File: config.mk
export PLATFORM = sky130hd
export DESIGN_NAME = fetch_stage
export DESIGN_NICKNAME = d
export VERILOG_FILES = /design/src/rtl/fetch_stage.sv
export SDC_FILE = /design/constraint.sdc
export NUM_CORES = 1
export LEC_CHECK = 0
export ABC_AREA = 0
export CORE_MARGIN = 3
export CORE_UTILIZATION = 56
export CTS_BUF_LIST = sky130_fd_sc_hd__clkbuf_4 sky130_fd_sc_hd__clkbuf_8 sky130_fd_sc_hd__clkbuf_16
export DETAILED_ROUTE_END_ITERATION = 8
export DONT_BUFFER_PORTS = 1
export HOLD_SLACK_MARGIN = 0.06
export PLACE_DENSITY = 0.71
export SETUP_SLACK_MARGIN = 0.02
export SLEW_MARGIN = 25
export SYNTH_ARGS = -nofsm -noshare
export SYNTH_HDL_FRONTEND = slang
export SYNTH_SLANG_ARGS = --single-unit
export TNS_END_PERCENT = 30
File: constraint.sdc
create_clock -name Clk -period 7.6 [get_ports Clk]
set_clock_uncertainty 0.1 [all_clocks]
set_input_delay 1.52 -clock Clk [delete_from_list [all_inputs] [get_ports Clk]]
set_output_delay 1.52 -clock Clk [all_outputs]
set_load 0.1 [all_outputs]
File: src/rtl/fetch_stage.sv
// fetch_stage: program counter, PC+4 adder and IF/ID pipeline register with stall/flush.
// Ports: Clk, Reset (async, active-high); Stall, Flush from the hazard unit;
// NextPc from the next-PC mux; InstrIn from instruction memory.
// Outputs are PcOut and combinational PcPlus4, plus the IF/ID fields IfIdInstr, IfIdPcPlus4 and IfIdValid.
// MisalignErr is a sticky error flag and FetchCount counts accepted fetches.
module fetch_stage #(
    parameter logic [31:0] RESET_PC = 32'h0000_0000
) (
    input  logic        Clk,
    input  logic        Reset,
    input  logic        Stall,
    input  logic        Flush,
    input  logic [31:0] NextPc,
    input  logic [31:0] InstrIn,
    output logic [31:0] PcOut,
    output logic [31:0] PcPlus4,
    output logic [31:0] IfIdInstr,
    output logic [31:0] IfIdPcPlus4,
    output logic        IfIdValid,
    output logic        MisalignErr,
    output logic [31:0] FetchCount
);
    // A flush is a redirect, so it must load the PC even while stalled.
    logic load;
    assign load = Flush | ~Stall;
    assign PcPlus4 = PcOut + 32'd4;
    always_ff @(posedge Clk or posedge Reset) begin
        if (Reset) begin
            PcOut       <= RESET_PC;
            IfIdInstr   <= '0;
            IfIdPcPlus4 <= '0;
            IfIdValid   <= 1'b0;
            MisalignErr <= 1'b0;
            FetchCount  <= '0;
        end else begin
            if (load) begin
                PcOut <= {NextPc[31:2], 2'b00};
                if (|NextPc[1:0]) MisalignErr <= 1'b1;
            end
            if (Flush) begin
                IfIdInstr   <= '0;
                IfIdPcPlus4 <= '0;
                IfIdValid   <= 1'b0;
            end else if (!Stall) begin
                IfIdInstr   <= InstrIn;
                IfIdPcPlus4 <= PcPlus4;
                IfIdValid   <= 1'b1;
                FetchCount  <= FetchCount + 32'd1;
            end
        end
    end
endmodule
Word level (Yosys, flattened, before mapping)
Cells that the tools add are included.
{"block": "totals", "reg_bits": 128, "out_inout_bits": 162, "wordCells": 21}
{"block": "classes", "add_sub_neg": 2, "n_eq_ne": 1, "n_mux": 6, "bitwise_logic": 3, "n_reduce_logical": 3}
{"cell": "$mux W32", "n": 4}
{"cell": "$add A32 B1 Y32 const B", "n": 1}
{"cell": "$add A32 B3 Y32 const B", "n": 1}
{"cell": "$reduce_and A2 Y1", "n": 2}
{"cell": "$mux W1", "n": 2}
{"cell": "$ne A2 B1 Y1 const B", "n": 1}
{"cell": "$not A1 Y1", "n": 2}
{"cell": "$reduce_or A2 Y1", "n": 1}
{"cell": "$or A1 B1 Y1", "n": 1}

Logic depth before layout (Yosys ltp)
Gate-level depths: netlist of run 1.
{"block": "logic_depth", "word_depth": 3, "depth_mapped": 6, "depth_no_buf": 6}

Least setup slack after synthesis of run 1
Ideal clock, no wire load.
{"block": "synth_timing", "path_type": "reg2out", "start": "register PcOut[2]", "end": "output PcPlus4[30]", "arrival_time_ns": 3.658, "setup_slack_ns": 2.322, "path_stages_with_launch": 6, "path_cell_list": "dfrtp_1 > ha_1 > nand3_1 > or4_4 > nor3_2 > xor2_1"}
{"block": "synth_between", "elab_chain_cells": 1}
{"element": "from (decl)", "line_no": "15", "text": "output logic [31:0] PcOut,"}
{"element": "from (signal assigned)", "line_no": "37", "text": "PcOut <= {NextPc[31:2], 2'b00};"}
{"element": "$add A32 B3 Y32", "line_no": "26", "text": "assign PcPlus4 = PcOut + 32'd4;"}
{"element": "to (decl)", "line_no": "16", "text": "output logic [31:0] PcPlus4,"}
Every way passes these cells.

Final worst setup path of run 1
{"block": "layout_timing", "start": "register PcOut[3]", "end": "output PcPlus4[26]"}
Same word-level chain as after synthesis.

==> results of run 1 <==
-- metal layers --
| metal | up-vias | wire, um | global-route usage [%] |
|---|---|---|---|
| met2 | 173 | 7420 | 43.0 |
| met4 | 0 | 123 | 6.40 |
| met3 | 11 | 1720 | 13.0 |
| met1 | 1934 | 5270 | 28.7 |
| li1 | 1816 | - | - |
| met5 | - | 0 | 0 |
-- Yosys cell counts, types with 2 or more instances --
cell	count
buf_4	6
nand4_1	15
clkbuf_8	2
and4_1	8
mux2_2	29
nand2b_1	4
inv_1	25
and4_2	2
nor4_2	2
xnor2_1	40
o21ai_0	3
nand4_2	2
nor3_1	4
and3_1	7
a21oi_1	27
nand3_1	18
xor2_1	19
dfrtp_1	126
o21a_1	18
nor3_2	4
or4_4	2
mux2i_1	35
ha_1	2
and2_1	3
nand2_1	39
nor2_1	53
clkbuf_1	18
-- through the flow --
stage / worst slack [ps] / instance area (um^2) / power (mW)
after global routing: 2200 / 6900 / 2.29
after CTS: 2360 / 6880 / 2.23
after floorplan: 2320 / 5830 / 1.39
after detailed placement: 2970 / 6320 / 1.46
after global placement: 3030 / 6280 / 1.45
final: 2370 / 6900 / 2.22
-- power by group through the flow --
stage	clock network [mW]	registers [mW]	logic [mW]
6_report	0.768	1.15	0.302
2_1_floorplan	0	1.14	0.247
3_5_place_dp	0	1.16	0.304
5_1_grt	0.809	1.16	0.321
4_1_cts	0.778	1.15	0.305
3_3_place_gp	0	1.16	0.290
-- final timing paths --
check	depth (start not counted)	slack, ps	endpoint
worst max-delay path	6	2370	PcPlus4[26]
min in group asynchronous	1	850	FetchCount[14]$_DFFE_PP0P_
max in group asynchronous	2	5150	PcOut[15]$_DFFE_PP0P_
worst max register to register	7	4180	IfIdPcPlus4[24]$_DFFE_PP0P_
worst min-delay path	1	530	PcOut[9]$_DFFE_PP0P_
worst min register to register	1	530	PcOut[9]$_DFFE_PP0P_
-- area by class of cell --
class                      count  area share [%]
sequential                   126            45.9
multi-input combinational    348            38.1
clock buffer                  20            6.42
timing repair buffer          34            4.05
tap                          133            2.41
clock inverter                11            1.71
inverter                      25            1.40
-- cell families (layout without fill, tap and decap cells) --
logic type               Yosys count  in the layout  synth area share [%]
AO/OA/AOI/OAI                     48             48                  4.91
XOR/XNOR                          59             59                  8.89
adder cells (fa/ha/maj)            2              2                 0.430
buffers and inverters             54             90                  4.52
flip-flops                       126            126                  54.2
multiplexers                      64             64                  11.6
other                              1              6                0.0645
AND/OR/NAND/NOR                  169            169                  15.3
-- sequential cells by signal, indices dropped and copies added (netlist names) --
| signal | cells |
|---|---|
| MisalignErr | 1 |
| FetchCount | 32 |
| IfIdValid | 1 |
| PcOut | 30 |
| IfIdPcPlus4 | 30 |
| IfIdInstr | 32 |
==> flow_summary.yaml, run 1 <==
run_status:
  status: "finished clean"
pwr:
  power.density_nw_per_um2: 322
  pwr-share-comb_pct: 13.6
  power_frac_seq_pct: 51.7
  total_leakage_power_nw: 3.22
  internal-power_mw: 1.28
  ir_drop_mv: 0.238
  p_switching_mw: 0.938
  pwr-share-clk_pct: 34.6
  sw_frac_of_total_pct: 42.3
timing:
  finalSetupViolations: 0
  clock.fmax_mhz: 191
  slew_headroom_pct: 27.0
  hold_viol: 0
  rsz0062_at_grt: "false"
  fin_crit_ps: 5230
  fin_tns_setup_ps: 0
  timing.hold.ws_ps: 528
  slew_viol_final: 0
  finalCritPeriodShare_pct: 68.8
  tightest_slew_ps: 1100
clock_tree:
  clkSinkCount: 126
  htreeDepth: 4
  clk_path_buf_depth: 2
  clk_latency_ps: 520
  post_cts_buffers: 0
  cts_buffers: 17
  cts_resized: 0
  clockRootBuffer: "clkbuf_8"
  cts_tree: "done"
  clkTransAtPathRegs_ps: 60
  cts-hold-fix-buffers: 0
layout:
  final_nets: 622
  layout_commonest_cell: "dfrtp_1"
  nFillCells: 733
  multi_input_comb_area_um2: 2630
  area_growth_pct: 18.6
  drive_gt1_share_pct: 26.4
  fin_util_pct: 69.3
  n_antenna_cell: 0
  register_area_um2: 3170
  mostFrequentLayoutCells: "116 x dfrtp_1, 53 x nor2_1, 39 x nand2_1"
  final_cells: 697
grt:
  track_usage_pct: 25.5
  grt_pass1_wl_um: 22500
  gr-total-overflow: 0
  grt_pass1_vias: 4089
  antenna_found_initial: 0
  grt_max_degree: 84
place:
  port-buffer-count: 0
  hpwl_um: 10400
  dpl.cell_count: 666
  place.gp.congestion: 0.876
detailed_routing:
  ant_nets: 0
  drcViolationCount: 0
  dr.pass1.iters: 4
  via_count: 3934
  route.detailed.wl_per_inst_um: 20.9
  drt_iter0_markers: 260
  vias_per_cell: 5.64
  wl_um: 14500
yosys:
  netlist_instances: 523
  syn_avg_cell_area_um2: 11.1
  synth_area_um2: 5810
  synth_ff_type: "dfrtp_1"
  synthTopCellsByArea: "dfrtp_1 54%, mux2i_1 6.0%, xnor2_1 6.0%, mux2_2 5.6%, nor2_1 3.4%"
  synth_edf_count: 0
  synth_warnings: 0
  yosys.area.top_type: "dfrtp_1"
  ys_ff_latch: 126
  seq_area_frac_synth_pct: 54.2
  synth.distinct_cells: 37
  synth_top_area_share_pct: 54.2
  synthArstFlopShare_pct: 100
setup_path:
  worst_setup_path_start_kind: "flip-flop"
  cp-end-kind: "output pin"
  required_ps: 5980
  slowest_stage: "dfrtp_1"
  regToRegStartpoint: "PcOut[3]$_DFFE_PP0P_"
  cp-startpoint: "PcOut[3]$_DFFE_PP0P_"
  crit_buf_inv: 1
  worstPathArrival_ps: 3610
  cp_cell_sequence: "ha_1, nand3_1, nor4_1, nand4_1, xnor2_2, buf_4"
  path_class: "flip-flop to output pin"
  path_delay_family: "simple AND/OR/NAND/NOR gates"
  cp_max_fo: 6
  slowest_delay_ps: 1040
min_path:
  holdCritStartpoint: "PcOut[9]$_DFFE_PP0P_"
  min_path_type: "flip-flop to flip-flop"
floorplan:
  rows: 36
  start_util_pct: 58.4
  dieWidth_um: 108
  dieArea_um2: 11600
  pin_count: 230
  core-area_um2: 9950
  die_h_um: 108
flow_run:
  drv_cap: 0
Power figures use the tool's default switching activity.
==> inputs of run 2 (changes only) <==
- PLACE_DENSITY: 0.71 -> 0.74
- clock period: 7.6 -> 4.3 ns (I/O delays scaled with it)
==> run 2 against run 1 <==
Compared with the run above: die area unchanged; count of clock-buffer cells in the layout down 3; global-route usage about the same; register-to-register slack worse by 2700 ps; sequential cell count unchanged; largest cell class unchanged; non-clock buffer count up 44; critical path type unchanged; worst setup slack worse by 1900 ps; hold slack worse by 270 ps; first-iteration DRC count up 17%; clock power up 95%.
==> flow_summary.yaml, run 2 (synthesis results as in run 1) <==
timing:
  rsz0062_at_grt: "false"
  fin_tns_setup_ps: 0
  slew_viol_final: 0
  hold_viol: 0
  tightest_slew_ps: 1020
  finalSetupViolations: 0
  slew_headroom_pct: 31.9
  clock.fmax_mhz: 261
  fin_ws_ps: 463
  fin_crit_ps: 3840
  finalCritPeriodShare_pct: 89.2
clock_tree:
  post_cts_buffers: 0
  clkTransAtPathRegs_ps: 60
  cts-hold-fix-buffers: 0
  cts_tree: "done"
  clk_path_buf_depth: 2
  clockRootBuffer: "clkbuf_8"
  cts_buffers: 17
  clkSinkCount: 126
  htreeDepth: 4
  clk_latency_ps: 520
  cts_resized: 0
min_path:
  min_path_type: "primary input to asynchronous set/reset pin"
layout:
  final_cell_area_um2: 7280
  area_growth_pct: 25.3
  final_nets: 666
  layout_commonest_cell: "dfrtp_1"
  drive_gt1_share_pct: 30.2
  final_cells: 744
  multi_input_comb_area_um2: 2630
  mostFrequentLayoutCells: "126 x dfrtp_1, 76 x buf_4, 53 x nor2_1"
  largestRegisters: "FetchCount x32, IfIdInstr x32"
  nFillCells: 694
  register_area_um2: 3150
setup_path:
  cp-end-kind: "output pin"
  cp_max_fo: 6
  required_ps: 3340
  path_class: "flip-flop to output pin"
  worstPathArrival_ps: 2880
  worst_setup_path_start_kind: "flip-flop"
grt:
  gr-total-overflow: 0
  grt_pass1_wl_um: 22600
  antenna_found_initial: 2
  grt_max_degree: 127
  grt_pass1_vias: 4331
  track_usage_pct: 25.5
pwr:
  power.density_nw_per_um2: 567
  total_leakage_power_nw: 3.47
  pwr-share-clk_pct: 36.4
  sw_frac_of_total_pct: 41.3
  ir_drop_mv: 0.325
  fin_total_pwr_mw: 4.13
  pwr-share-comb_pct: 23.3
  power_frac_seq_pct: 40.3
  p_switching_mw: 1.71
  internal-power_mw: 2.42
detailed_routing:
  top_layer: "met4"
  vias_per_cell: 5.59
  route.met3.wl_um: 1580
  route.detailed.wl_per_inst_um: 19.9
  drcViolationCount: 0
  via_count: 4158
  wl_met1_um: 5420
  wl_met2_um: 7380
  wl_um: 14800
  drt_iter0_markers: 304
  ant_nets: 0
  dr.pass1.iters: 4
floorplan:
  die_h_um: 108
  core-area_um2: 9950
  start_util_pct: 58.4
  dieWidth_um: 108
  pin_count: 230
  dieArea_um2: 11600
  rows: 36
flow_run:
  drv_cap: 0
place:
  place_ws_ps: 1050
  place.gp.congestion: 0.837
  placed_cell_area_um2: 6660
  hpwl_um: 10300
  port-buffer-count: 0
  dpl.cell_count: 710
run_status:
  status: "finished clean"
## run 2: through the flow
step | hold WS (ps) | util [%]
after floorplan | 871 | -
after global placement | 530 | 66.9
after detailed placement | 543 | 66.9
after CTS | 285 | 73.1
after global routing | 287 | 73.2
final | 262 | 73.2
## run 2: metal layers
metal  GRT usage, %  vias up
met1           28.8     2019
met2           41.7      205
met5              0        -
met4           11.7        0
met3           11.0       31
li1               -     1903
## run 2: worst paths after layout
path                                            from                    endpoint  slack (ps)  depth (start not counted)
min in group Clk                               Flush   IfIdInstr[17]$_DFFE_PP0P_         310                          1
hold reg to reg                PcOut[22]$_DFFE_PP0P_       PcOut[22]$_DFFE_PP0P_         560                          1
hold / removal                                 Reset       PcOut[15]$_DFFE_PP0P_         260                          2
setup / recovery                PcOut[2]$_DFFE_PP0P_                 PcPlus4[31]         460                          6
max in group asynchronous                      Reset    IfIdInstr[4]$_DFFE_PP0P_        3290                          2
setup reg to reg           FetchCount[1]$_DFFE_PP0P_  FetchCount[24]$_DFFE_PP0P_        1460                          6
## run 2: worst max-delay path, stage by stage (launching register included)
cell     delay (ps)
dfrtp_1         360
buf_4           340
nand4_1         220
nor4_2          670
nand4_1         240
xnor2_2         200
buf_4           330
## run 2: final cells by class
class	instances	share of cell area, %
diodes	2	0.0687
clock buffers	17	5.69
clock inverters	15	2.89
inverters	25	1.34
multi-input cells	348	36.1
flip-flops and latches	126	43.3
well taps	133	2.28
repair buffers	78	8.38
## run 2: power by group through the flow
stage               logic [mW]  registers [mW]  clock network, mW
CTS                      0.970            1.67               1.52
finish                   0.963            1.67               1.50
global route              1.00            1.68               1.57
floorplan                0.444            2.02                  0
detailed placement       0.967            1.69                  0
global placement         0.951            1.68                  0
==> inputs of run 3 (changes only) <==
- ABC_CLOCK_PERIOD_IN_PS: unset -> 4300
==> results of run 3 <==
No change in the layout: final DEF, timing and power equal those of run 2.
